## src/rtl/priority_isr.sv

```systemverilog
// Priority resolver and in-service register: picks the highest-priority unmasked request,
// runs the two-pulse INTA handshake, and retires levels on EOI/AEOI with optional rotation.
module priority_isr #(
    parameter int unsigned NUM_IR       = 8,
    parameter int unsigned RESET_LOWEST = 7
) (
    input  logic              clk,
    input  logic              reset,
    input  logic [NUM_IR-1:0] IRR_priority,
    input  logic [NUM_IR-1:0] IMR,
    input  logic              INTA_pulse,
    input  logic              AEOI,
    input  logic              EOI_valid,
    input  logic              EOI_specific,
    input  logic [2:0]        EOI_level,
    input  logic              rotate_on_eoi,
    output logic              INT,
    output logic [NUM_IR-1:0] INTA_1,
    output logic              INTA_FREEZE,
    output logic [NUM_IR-1:0] ISR,
    output logic              vector_valid,
    output logic [2:0]        vector_level
);

    typedef enum logic [0:0] {StIdle, StAck1} state_e;

    state_e            state_q, state_d;
    logic              int_q, int_d;
    logic [NUM_IR-1:0] inta_1_q, inta_1_d;
    logic              freeze_q, freeze_d;
    logic [NUM_IR-1:0] isr_q, isr_d;
    logic              vv_q, vv_d;
    logic [2:0]        vl_q, vl_d;
    logic [2:0]        lowest_q, lowest_d;
    logic [2:0]        cur_q, cur_d;
    logic              spur_q, spur_d;

    logic [NUM_IR-1:0] eligible;
    logic              elig_found, isr_found;
    logic [2:0]        elig_level, elig_rank, isr_level, isr_rank;
    logic              pending;
    logic              eoi_hit;
    logic [2:0]        eoi_sel;

    assign eligible = IRR_priority & ~IMR;

    // Scan from the lowest-priority rank back to the highest so the last hit is the winner.
    always_comb begin
        elig_found = 1'b0;
        elig_level = 3'd0;
        elig_rank  = 3'd0;
        isr_found  = 1'b0;
        isr_level  = 3'd0;
        isr_rank   = 3'd0;
        for (int i = 7; i >= 0; i--) begin
            if (eligible[3'(lowest_q + 3'(i + 1))]) begin
                elig_found = 1'b1;
                elig_level = 3'(lowest_q + 3'(i + 1));
                elig_rank  = 3'(i);
            end
            if (isr_q[3'(lowest_q + 3'(i + 1))]) begin
                isr_found = 1'b1;
                isr_level = 3'(lowest_q + 3'(i + 1));
                isr_rank  = 3'(i);
            end
        end
    end

    assign pending = elig_found && (!isr_found || (elig_rank < isr_rank));

    always_comb begin
        eoi_hit = 1'b0;
        eoi_sel = 3'd0;
        if (EOI_valid) begin
            if (EOI_specific) begin
                eoi_hit = isr_q[EOI_level];
                eoi_sel = EOI_level;
            end else begin
                eoi_hit = isr_found;
                eoi_sel = isr_level;
            end
        end
    end

    always_comb begin
        state_d  = state_q;
        int_d    = int_q;
        inta_1_d = '0;
        freeze_d = freeze_q;
        isr_d    = isr_q;
        vv_d     = 1'b0;
        vl_d     = vl_q;
        lowest_d = lowest_q;
        cur_d    = cur_q;
        spur_d   = spur_q;

        // EOI works on the pre-update ISR; any set below is applied afterwards and wins.
        if (eoi_hit) begin
            isr_d[eoi_sel] = 1'b0;
            if (rotate_on_eoi) begin
                lowest_d = eoi_sel;
            end
        end

        unique case (state_q)
            StIdle: begin
                int_d = pending;
                if (INTA_pulse) begin
                    int_d    = 1'b0;
                    freeze_d = 1'b1;
                    state_d  = StAck1;
                    if (pending) begin
                        cur_d               = elig_level;
                        spur_d              = 1'b0;
                        isr_d[elig_level]   = 1'b1;
                        inta_1_d[elig_level] = 1'b1;
                    end else begin
                        cur_d  = 3'd7;
                        spur_d = 1'b1;
                    end
                end
            end
            StAck1: begin
                int_d = 1'b0;
                if (INTA_pulse) begin
                    vv_d     = 1'b1;
                    vl_d     = cur_q;
                    freeze_d = 1'b0;
                    state_d  = StIdle;
                    if (AEOI && !spur_q) begin
                        isr_d[cur_q] = 1'b0;
                        if (rotate_on_eoi) begin
                            lowest_d = cur_q;
                        end
                    end
                end
            end
            default: state_d = StIdle;
        endcase
    end

    always_ff @(posedge clk) begin
        if (reset) begin
            state_q  <= StIdle;
            int_q    <= 1'b0;
            inta_1_q <= '0;
            freeze_q <= 1'b0;
            isr_q    <= '0;
            vv_q     <= 1'b0;
            vl_q     <= 3'd0;
            lowest_q <= 3'(RESET_LOWEST);
            cur_q    <= 3'd0;
            spur_q   <= 1'b0;
        end else begin
            state_q  <= state_d;
            int_q    <= int_d;
            inta_1_q <= inta_1_d;
            freeze_q <= freeze_d;
            isr_q    <= isr_d;
            vv_q     <= vv_d;
            vl_q     <= vl_d;
            lowest_q <= lowest_d;
            cur_q    <= cur_d;
            spur_q   <= spur_d;
        end
    end

    assign INT          = int_q;
    assign INTA_1       = inta_1_q;
    assign INTA_FREEZE  = freeze_q;
    assign ISR          = isr_q;
    assign vector_valid = vv_q;
    assign vector_level = vl_q;

endmodule

```

## config.mk

```make
export PLATFORM = sky130hd
export DESIGN_NAME = priority_isr
export DESIGN_NICKNAME = d
export VERILOG_FILES = /design/src/rtl/priority_isr.sv
export SDC_FILE = /design/constraint.sdc
export NUM_CORES = 1
export LEC_CHECK = 0
export CORE_MARGIN = 2
export CORE_UTILIZATION = 50
export CTS_CLUSTER_DIAMETER = 150
export DETAILED_ROUTE_END_ITERATION = 12
export PLACE_DENSITY = 0.71
export SYNTH_ARGS = -nofsm -noshare
export SYNTH_HDL_FRONTEND = slang
export SYNTH_SLANG_ARGS = --single-unit
```

## constraint.sdc

```tcl
create_clock -name clk -period 7.7 [get_ports clk]
set_clock_uncertainty 0.2 [all_clocks]
set_input_delay 0.77 -clock clk [delete_from_list [all_inputs] [get_ports clk]]
set_output_delay 0.77 -clock clk [all_outputs]
set_load 0.05 [all_outputs]
```

==> results.sh, run 1 <==
export IMPL_insertion_delay_ps=280
export IMPL_ios=48
export IMPL_yosysTopAreaCell="mux4_2"
export IMPL_route_vias_total=3957
export IMPL_place_area_um2=4315
export IMPL_wirelength_um=11930
export IMPL_die_w_um=92.08
export IMPL_ir_drop_mv=0.1703
export IMPL_coreArea_um2=7607
export IMPL_synth_seq_area_share_pct=15.48
export IMPL_outcome="finished, final reports clean"
export IMPL_drt_vias_per_instance=6.707
export IMPL_initial_core_util_pct=50.99
export IMPL_port_buffers=47
export IMPL_synth_area_top_cells="mux4_2, dfxtp_1, mux2i_1, nor2_1, nand2_1"
export IMPL_seq_power_share_pct=17.9
export IMPL_grtUsageTotal_pct=28.19
export IMPL_ys_ff_latch=30
export IMPL_avgSynthCellArea_um2=8.359
export IMPL_first_global_vias=3790
export IMPL_die_area_um2=8478
export IMPL_maxCapViolations=0
export IMPL_antenna_found_initial=0
export IMPL_hpwlAfterDp_um=8762
export IMPL_nets=521
export IMPL_syn_area_um2=3879
export IMPL_multi_input_area_um2=3034
export IMPL_hold_viol_final=0
export IMPL_netlist_instances=464
export IMPL_synth_main_ff_cell="dfxtp_1"
export IMPL_die_h_um=92.08
export IMPL_crit_path_start_kind="register"
export IMPL_cts_resized=0
export IMPL_leakage_nw=1.563
export IMPL_ctsHoldBuffers=0
export IMPL_power_switching_mw=0.7771
export IMPL_final_common_cell="nor2_1"
export IMPL_row_count=32
export IMPL_synth_cell_types=81
export IMPL_worstMarginPinSlew_ps=875.3
export IMPL_powerDensity_nw_per_um2=326.5
export IMPL_synth_top_area_share_pct=16.26
export IMPL_yosys_warnings=0
export IMPL_layout_cells_non_filler=590
export IMPL_area_delta_synth_final_pct=13.61
export IMPL_drv_slew=0
export IMPL_gp_congestion=0.9901
export IMPL_cts_root_buf="clkbuf_8"
export IMPL_final_cell_mix="nor2_1, clkdlybuf4s50_1, nand2_1"
export IMPL_fin_setup_tns_ps=0
export IMPL_grt_overflow=0
export IMPL_grt_max_degree=52
export IMPL_rsz0062_at_grt="false"
export IMPL_hold_slack_ps=303.2
export IMPL_cts_htree_levels=2
export IMPL_firstDrtPassIters=7
export IMPL_postCtsSetupBuffers=0
export IMPL_ant_nets=0
export IMPL_cts_sinks=30
export IMPL_placed_cells=582
export IMPL_hold_path_class="reg2reg"
export IMPL_syn_nets=498
export IMPL_cts_path_max_buffers=2
export IMPL_timing_final_crit_period_ps=5284
export IMPL_worstPathRequired_ps=7680
export IMPL_cts_buffers=5
export IMPL_layout_drive_gt1_share_pct=12.91
export IMPL_p_sw_share_pct=54.00
export IMPL_grt_pass1_wl_um=19160
export IMPL_n_antenna_cell=0
export IMPL_drc=0
export IMPL_path_clk_slew_ps=70
export IMPL_register_area_um2=601.8
export IMPL_maxSlewHeadroom_pct=41.65
export IMPL_fillers=713
export IMPL_arrival_ps=5270
export IMPL_pwr_share_comb_pct=72.9
export IMPL_setup_violations_final=0
export IMPL_path_class="reg2reg"
export IMPL_cp_max_fo=31
export IMPL_period_share_pct=68.63
export IMPL_p_int_mw=0.6619
export IMPL_final_area_um2=4407
export IMPL_max_freq_mhz=189.2
export IMPL_synth_edf_count=0
export IMPL_wire_per_inst_um=20.22
export IMPL_drtIter0Drc=364
export IMPL_critPathCaptureType="register"
export IMPL_cts_tree="yes"
export IMPL_pwr_share_clk_pct=9.2
export IMPL_async_flop_share_pct=0
## layout make-up
cell class                 count  share of cell area, %
multi-input combinational    385                  68.85
sequential                    30                  13.66
inverter                      15                  1.334
clock buffer                   7                  1.959
tap                          102                  2.896
timing repair buffer          50                  11.19
clock inverter                 1                 0.1136
## through the flow
stage / util [%] / setup slack, ps / power [mW]
6_report: 57.93 / 2416 / 1.439
5_1_grt: 57.93 / 1941 / 1.523
4_1_cts: 57.93 / 2539 / 1.416
3_5_place_dp: 56.73 / 2556 / 1.281
3_3_place_gp: 56.73 / 2734 / 1.272
2_1_floorplan: - / 3593 / 1.046
## worst max-delay path, cell delays in order, from the launching register on
cell and delay (ps):
dfxtp_1 310, buf_4 330, inv_1 460, ha_1 1040, clkinv_1 550, mux2i_1 280, a2111oi_0 530, nor3b_1 100
ha_1 330, a21oi_1 210, nand4_1 160, a21boi_1 410, nor4b_1 250
## cells by family after synthesis
family                     after synthesis  synth area share, %
adders and majority gates                8                2.581
and+or+nand+nor                        190                25.48
DFF                                     30                15.48
muxes                                   63                25.61
xor gates and xnor gates                 5                2.484
AOI/OAI and AO/OA                      119                22.07
buffers and inverters                   49                6.290
## state kept, by name (all words and copies together) (netlist names)
signal and count:
vector_valid 1, spur_q 1, INT 1, state_q 1, lowest_q 3, INTA_FREEZE 1, INTA_1 8, cur_q 3
vector_level 3, ISR 8
## cells in the mapped netlist (10+ instances only)
library cell  instances
nor2_1               48
nand3_1              10
buf_2                12
clkbuf_1             15
o21ai_0              20
nor3_1               24
mux2i_1              27
dfxtp_1              30
nand2_1              34
a21oi_1              19
nand2b_1             10
mux4_2               28
nor2b_1              18
## path summary, 6_finish.rpt
| check | start | endpoint | cells past startpoint | slack (ps) |
|---|---|---|---|---|
| worst max-delay path | lowest_q[1] | INT | 12 | 2420 |
| worst min-delay path | vector_level[0] | vector_level[0] | 2 | 300 |
| worst max register to register | lowest_q[1] | INT | 12 | 2420 |
| worst min register to register | vector_level[0] | vector_level[0] | 2 | 300 |
## per-layer routing
| metal | share of wire [%] | GRT usage, % | wire, um |
|---|---|---|---|
| met4 | 4.1 | 12.19 | 493 |
| met3 | 7.8 | 5.259 | 934 |
| met5 | 0 | 0 | 0 |
| met2 | 46 | 44.55 | 5439 |
| met1 | 42 | 37.77 | 5065 |
## power by group through the flow
stage | logic (mW) | clock network [mW] | registers (mW)
floorplan | 0.754 | 0 | 0.292
global placement | 1.01 | 0 | 0.260
detailed placement | 1.02 | 0 | 0.257
CTS | 1.03 | 0.133 | 0.254
global route | 1.12 | 0.140 | 0.263
finish | 1.05 | 0.132 | 0.258
(Power assumes the default switching activity.)
==> run 2: changes to the inputs <==
--- a/config.mk
+++ b/config.mk
@@ -9,7 +9,7 @@
 export CORE_UTILIZATION = 50
 export CTS_CLUSTER_DIAMETER = 150
 export DETAILED_ROUTE_END_ITERATION = 12
-export PLACE_DENSITY = 0.71
+export PLACE_DENSITY = 0.74
 export SYNTH_ARGS = -nofsm -noshare
 export SYNTH_HDL_FRONTEND = slang
 export SYNTH_SLANG_ARGS = --single-unit
==> constraint.sdc (replaced) <==
create_clock -name clk -period 4.7 [get_ports clk]
set_clock_uncertainty 0.2 [all_clocks]
set_input_delay 0.47 -clock clk [delete_from_list [all_inputs] [get_ports clk]]
set_output_delay 0.47 -clock clk [all_outputs]
set_load 0.05 [all_outputs]
==> run 2 against run 1 <==
  * Maximum frequency grew 30%
  * Flip-flop and latch count did not move
  * Clock power up 100%
  * Final cell count grew 1.7%
  * Hold slack improved by 2.6 ps
  * Register-to-register slack worse by 1800 ps
  * Power increased by 70%
  * Worst setup slack worse by 1800 ps
  * Sequential power rose by 71%
  * Critical path depth shrank 2
==> results.sh, run 2 (synthesized netlist as in run 1, its figures left out) <==
export IMPL_crit_end="ISR[2]"
export IMPL_coreArea_um2=7607
export IMPL_max_freq_mhz=245.5
export IMPL_utilization_pct=59.14
export IMPL_cts_tree="yes"
export IMPL_power_mw=2.452
export IMPL_maxSlewHeadroom_pct=36.98
export IMPL_layout_cells_non_filler=600
export IMPL_hold_viol_final=0
export IMPL_die_w_um=92.08
export IMPL_crit_path_top_delay_cell="dfxtp_1"
export IMPL_area_delta_synth_final_pct=16.00
export IMPL_period_share_pct=86.65
export IMPL_final_cell_mix="nor2_1, clkdlybuf4s50_1, nand2_1"
export IMPL_leakage_nw=1.621
export IMPL_r2r_start="lowest_q[2]"
export IMPL_drc=0
export IMPL_cts_resized=0
export IMPL_grt_max_degree=30
export IMPL_path_clk_slew_ps=70
export IMPL_cts_sinks=30
export IMPL_gp_congestion=0.9581
export IMPL_route_vias_total=4032
export IMPL_ios=48
export IMPL_crit_path_start_kind="register"
export IMPL_drtIter0Drc=423
export IMPL_seq_power_share_pct=18.0
export IMPL_worstPathRequired_ps=4700
export IMPL_worstMarginPinSlew_ps=944.0
export IMPL_ff2ff_path_depth=10
export IMPL_cts_htree_levels=2
export IMPL_p_int_mw=1.156
export IMPL_slowest_delay_ps=940
export IMPL_cts_buffers=5
export IMPL_wire_per_inst_um=20.63
export IMPL_powerDensity_nw_per_um2=544.9
export IMPL_cp_max_fo=16
export IMPL_maxCapViolations=0
export IMPL_cts_root_buf="clkbuf_8"
export IMPL_grtUsageTotal_pct=29.82
export IMPL_first_global_vias=3717
export IMPL_insertion_delay_ps=290
export IMPL_grt_pass1_wl_um=19900
export IMPL_final_area_um2=4499
export IMPL_cts_path_max_buffers=2
export IMPL_postCtsSetupBuffers=0
export IMPL_rsz0062_at_grt="false"
export IMPL_initial_core_util_pct=50.99
export IMPL_drt_vias_per_instance=6.720
export IMPL_wirelength_um=12380
export IMPL_ant_nets=0
export IMPL_n_antenna_cell=0
export IMPL_drv_slew=0
export IMPL_reg2reg_to="ISR[2]"
export IMPL_port_buffers=47
export IMPL_rrSetupSlack_ps=630
export IMPL_fin_setup_tns_ps=0
export IMPL_pwr_share_comb_pct=71.1
export IMPL_antenna_found_initial=0
export IMPL_critPathCaptureType="register"
export IMPL_cpLargestDelayFamily="compound AO/OA/AOI/OAI gates"
export IMPL_worstPathBufferInverterCount=1
export IMPL_die_area_um2=8478
export IMPL_layout_drive_gt1_share_pct=14.86
export IMPL_row_count=32
export IMPL_firstDrtPassIters=5
export IMPL_path_depth=10
export IMPL_ctsHoldBuffers=0
export IMPL_power_switching_mw=1.295
export IMPL_final_common_cell="nor2_1"
export IMPL_placed_cells=592
export IMPL_pwr_share_clk_pct=10.9
export IMPL_p_sw_share_pct=52.83
export IMPL_hpwlAfterDp_um=9105
export IMPL_setup_violations_final=0
export IMPL_arrival_ps=4070
export IMPL_timing_final_crit_period_ps=4073
export IMPL_hold_path_class="reg2reg"
export IMPL_place_area_um2=4390
export IMPL_fillers=712
export IMPL_die_h_um=92.08
export IMPL_ir_drop_mv=0.3500
export IMPL_nets=531
export IMPL_outcome="finished, final reports clean"
export IMPL_path_class="reg2reg"
export IMPL_grt_overflow=0
export IMPL_crit_chain="inv_2, mux4_2, nor2_1, a2111oi_0, nor3b_1, ha_1, a21oi_1, nand4_1, a21o_1, o32ai_1"
export IMPL_cp_startpoint="lowest_q[2]"
-- run 2: layer usage --
layer	up-vias	global-route usage (%)	share of wire, %
met1	1863	40.77	41
met3	50	5.423	9.8
met2	273	45.89	44
met5	-	0	0
met4	0	13.56	5.1
li1	1846	-	-
-- run 2: layout make-up --
class	instances	area, um^2	area share (%)
Clock buffer	5	68.82	1.529
Timing Repair Buffer	60	568.0	12.63
Sequential cell	30	601.8	13.38
Multi-Input combinational cell	385	3034	67.44
Tap cell	102	127.6	2.836
Clock inverter	3	40.04	0.8899
Inverter	15	58.81	1.307
-- run 2: how the worst min path moves through the flow --
stage | startpoint | end | slack (ps) | cells past startpoint
global placement | vector_level[0] | vector_level[0] | 280 | 2
floorplan | spur_q | spur_q | 290 | 2
detailed placement | vector_level[2] | vector_level[2] | 280 | 2
finish | vector_level[0] | vector_level[0] | 310 | 2
global route | INTA_FREEZE | INTA_FREEZE | 320 | 2
CTS | vector_level[0] | vector_level[0] | 310 | 2
-- run 2: worst reg2reg max path, stage by stage, from the launching register on --
cell and delay (ps):
dfxtp_1 940, inv_2 370, mux4_2 370, nor2_1 60, a2111oi_0 540, nor3b_1 140
ha_1 340, a21oi_1 210, nand4_1 170, a21o_1 320, o32ai_1 310
-- run 2: per-stage QoR --
step           setup slack [ps]  hold slack (ps)
2_1_floorplan             592.7            288.3
6_report                  627.4            305.7
4_1_cts                   673.2            308.2
5_1_grt                   348.6            322.8
3_3_place_gp              686.5            281.1
3_5_place_dp              632.9            283.7
-- run 2: power by group through the flow --
stage	clock network, mW	registers [mW]	logic (mW)
final	0.267	0.442	1.74
after detailed placement	0	0.439	1.70
after global routing	0.280	0.448	1.86
after global placement	0	0.437	1.70
after CTS	0.268	0.435	1.71
after floorplan	0	0.479	1.23
==> edit 1: new RTL, config.mk and constraints of run 1 <==
Take the reset off `isr_q` and load it in a clocked block of its own.
--- a/src/rtl/priority_isr.sv
+++ b/src/rtl/priority_isr.sv
@@ -145,7 +145,6 @@
             int_q    <= 1'b0;
             inta_1_q <= '0;
             freeze_q <= 1'b0;
-            isr_q    <= '0;
             vv_q     <= 1'b0;
             vl_q     <= 3'd0;
             lowest_q <= 3'(RESET_LOWEST);
@@ -156,13 +155,16 @@
             int_q    <= int_d;
             inta_1_q <= inta_1_d;
             freeze_q <= freeze_d;
-            isr_q    <= isr_d;
             vv_q     <= vv_d;
             vl_q     <= vl_d;
             lowest_q <= lowest_d;
             cur_q    <= cur_d;
             spur_q   <= spur_d;
         end
+    end
+
+    always_ff @(posedge clk) begin
+        isr_q <= isr_d;
     end
 
     assign INT          = int_q;
Function: changed (Yosys sat finds a counterexample within 4 cycles, from zero or initial values and one cycle with reset high).
==> edit 1 against run 1 <==
Routed wire length shrank 1.8%; synthesized area is essentially flat; design area grew 1.7%; total power grew 18%; setup slack gained 0.10 ns; combinational power grew 22%; non-clock buffer count grew 3; synthesized cell count shrank 6.9%; count of clock-buffer cells in the layout shrank 1; sequential cell count is the same.
==> edit 1: results (changes against run 1) <==
| Metric | Value |
|---|---|
| Largest net degree at the start of global routing | `44 (-15%)` |
| First-pass GRT wire length | `19500 um (+1.5%)` |
| Worst vdd ir | `276 uV (+62%)` |
| WP data arrival | `5.21 ns (-0.06 ns)` |
| GRT Util Overall | `28.4% (+0.25 points)` |
| Synthesis Warnings | `0 (unchanged)` |
| Syn Nets | `466 (-6.4%)` |
| Routed WL | `11700 um (-1.8%)` |
| LEAKAGE | `1.68 nW (+7.7%)` |
| Hpwl dp | `8510 um (-2.9%)` |
| DRT iter0 DRCs | `332 (-8.8%)` |
| Worst Setup SP | `lowest_q[0]$_SDFF_PP1_` |
| N_diodes | `0 (unchanged)` |
| Fin cells | `573 (-2.9%)` |
| Drt pass-1 iters | `5 (-2)` |
| Synth area leaders | `mux4_2, dfxtp_1, mux2i_1, mux2_2, nand2_1` |
| Ys async rst share | `0% (unchanged)` |
| Commonest cells post-synth | `nand2_1, dfxtp_1, mux4_2` |
| Sequential area share after synthesis | `15.5% (about the same)` |
| Number of global-route vias before repair | `3680 (-2.9%)` |
| Post-synthesis xor/xnor area fraction | `1.29% (-1.2 points)` |
| Maximum fanout along the worst path | `43 (+39%)` |
| CTS H-tree depth | `2 (unchanged)` |
| CP max stage delay | `0.99 ns (-0.05 ns)` |
| Number of port buffers | `47 (unchanged)` |
| Nets | `504 (-3.3%)` |
| Final period util | `67.3% (-1.4 points)` |
| Slew margin rel. | `37.3% (-4.4 points)` |
| CP top delay family | `adder cells` |
| Placed Instance Area | `0.00439 mm^2 (+1.6%)` |
| Reg2reg setup slack | `2.52 ns (+0.10 ns)` |
| DP Worst Slack | `2.57 ns (+0.0168 ns)` |
| Layout cell share with drive strength beyond 1 | `17.4% (+4.5 points)` |
| GP Congestion | `0.939 (-5.2%)` |
| Initial antenna violation count | `0 (unchanged)` |
| Fin Hold WS | `0.294 ns (-0.00884 ns)` |
| Mean Syn Cell Area | `8.98 um^2 (+7.4%)` |
| Run status | `finished, final reports clean` |
| Via density per instance | `6.87 (+2.4%)` |
| Synth unique cells | `83 (+2.5%)` |
| Mux contribution to synthesized area | `29.3% (+3.7 points)` |
| Reg2reg path depth | `14 (+2)` |
| Critical Path End | `INTA_1[3]$_SDFF_PP0_` |
| Synth Area in Compound Gates | `23.7% (+1.6 points)` |
| Adder-cell share of the synthesized area | `2.58% (about the same)` |
## edit 1: cell count changes in the layout (fill, tap and decap cells not counted), sizes merged, moves of 7 or more
cell and change:
nor2 -28, nor3 -15, mux2 +14, or3 +8, mux2i -7, nor2b -7
## edit 1: area by class of cell
cell class,count,area [um^2]
well taps,102,128
clock inverters,2,12.5
repair buffers,53,515
fillers,666,3130
inverters,11,43.8
multi-input cells,369,3100
flip-flops and latches,30,602
clock buffers,6,82.6
## edit 1: report_power, final
group / switching, mW / total (mW) / internal (mW) / leakage [nW]
Sequential: 0.0864 / 0.284 / 0.197 / 0.246
Clock: 0.0641 / 0.136 / 0.0717 / 0.0472
Combinational: 0.746 / 1.28 / 0.531 / 1.39
Total: 0.896 / 1.70 / 0.800 / 1.68
## edit 1: layer usage
layer,global-route usage (%),share of wire [%]
met1,42.1,45
met5,0,0
met3,4.52,7.7
met4,6.22,1.2
met2,43.8,46
==> edit 2: new RTL, config.mk and constraints of run 1 <==
Made on the original files. Change the parameter `NUM_IR` from 8 to 12.
--- a/src/rtl/priority_isr.sv
+++ b/src/rtl/priority_isr.sv
@@ -1,7 +1,7 @@
 // Priority resolver and in-service register: picks the highest-priority unmasked request,
 // runs the two-pulse INTA handshake, and retires levels on EOI/AEOI with optional rotation.
 module priority_isr #(
-    parameter int unsigned NUM_IR       = 8,
+    parameter int unsigned NUM_IR       = 12,
     parameter int unsigned RESET_LOWEST = 7
 ) (
     input  logic              clk,
Interface: changed (resized IMR, INTA_1, IRR_priority and ISR); port bits go from 48 to 64. No check against the original RTL was run, so the function may have changed too.
==> edit 2 against run 1 <==
Setup slack worse by 0.0069 ns; routed wire length down 17%; worst hold slack worse by 0.0038 ns; non-clock buffer count up 1; global-route usage down 2.2 points; via count down 14%; design area fell by 7.2%; synthesized area fell by 8.9%; critical path type unchanged; sequential cell count is the same; total power fell by 22%.
==> edit 2: results (changes against run 1) <==
| Metric | Value |
|---|---|
| Run status | `finished, final reports clean` |
| Commonest cells post-synth | `nor2_1, dfxtp_1, nand2_1` |
| GP Congestion | `0.937 (-5.3%)` |
| Critical path depth | `14 (+2)` |
| DP Worst Slack | `2.45 ns (-0.104 ns)` |
| Cell Count Post-Placement | `518 (-11%)` |
| Layout cell share with drive strength beyond 1 | `16.7% (+3.8 points)` |
| Tightest Pin Transition | `0.980 ns (+0.105 ns)` |
| WP data arrival | `5.29 ns (+0.02 ns)` |
| Post-Syn Instances | `392 (-16%)` |
| Drt pass-1 iters | `5 (-2)` |
| Reg2reg path depth | `14 (+2)` |
| DRT iter0 DRCs | `322 (-12%)` |
| Vias | `3406 (-14%)` |
| Fin cells | `526 (-11%)` |
| Adder-cell share of the synthesized area | `2.83% (+0.25 points)` |
| Maximum fanout along the worst path | `32 (+3.2%)` |
| Post-synthesis xor/xnor area fraction | `1.20% (-1.3 points)` |
| Placed Instance Area | `0.00400 mm^2 (-7.4%)` |
| LEAKAGE | `1.57 nW (+0.32%)` |
| Met2 Routed Length | `4990 um (-8.2%)` |
| Synth unique cells | `82 (+1.2%)` |
| Hpwl dp | `7370 um (-16%)` |
| Synth area leaders | `dfxtp_1, mux4_2, mux2i_1, mux2_2, mux4_1` |
| Number of global-route vias before repair | `3293 (-13%)` |
| GRT Util Overall | `26.0% (-2.2 points)` |
| Met3 wire length | `595 um (-36%)` |
| Largest net degree at the start of global routing | `33 (-37%)` |
| Met1 WL | `4090 um (-19%)` |
## edit 2: kinds of logic after synthesis
logic type                 after synthesis
muxes                                   66
other                                    1
DFF                                     30
AOI/OAI and AO/OA                       97
and+or+nand+nor                        146
adders and majority gates                8
xor gates and xnor gates                 4
buffers and inverters                   40
## edit 2: cell type report
class	instances	area (um^2)
Multi-Input combinational cell	329	2720
Clock inverter	1	5.00
Inverter	12	52.6
Timing Repair Buffer	51	500
Clock buffer	7	86.3
Tap cell	96	120
Sequential cell	30	601
Fill cell	604	2740
## edit 2: worst min path at each step
stage                                  from                           end  slack, ns  cells after the start
6_report       vector_level[2]$_SDFFE_PP0P_  vector_level[2]$_SDFFE_PP0P_       0.30                      2
5_1_grt        vector_level[1]$_SDFFE_PP0P_  vector_level[1]$_SDFFE_PP0P_       0.33                      2
4_1_cts        vector_level[1]$_SDFFE_PP0P_  vector_level[1]$_SDFFE_PP0P_       0.31                      2
3_5_place_dp   vector_level[2]$_SDFFE_PP0P_  vector_level[2]$_SDFFE_PP0P_       0.29                      2
3_3_place_gp   vector_level[2]$_SDFFE_PP0P_  vector_level[2]$_SDFFE_PP0P_       0.28                      2
2_1_floorplan           spur_q$_SDFFE_PP0P_           spur_q$_SDFFE_PP0P_       0.28                      2
## edit 2: tightest hold or removal path: stages (launching register included)
cell	delay, ns
dfxtp_1	0.33
mux2i_1	0.06
nor2_1	0.07
## edit 2: power groups by stage
stage	clock [mW]	sequential (mW)	combinational [mW]
detailed placement	0	0.224	0.750
global route	0.142	0.226	0.823
CTS	0.134	0.221	0.754
finish	0.134	0.222	0.767
global placement	0	0.223	0.741
floorplan	0	0.266	0.539
## edit 2: metal layers
metal,vias up,global-route usage (%)
met5,-,0
met4,0,8.82
li1,1579,-
met3,29,3.77
met1,1631,32.2
met2,167,46.2
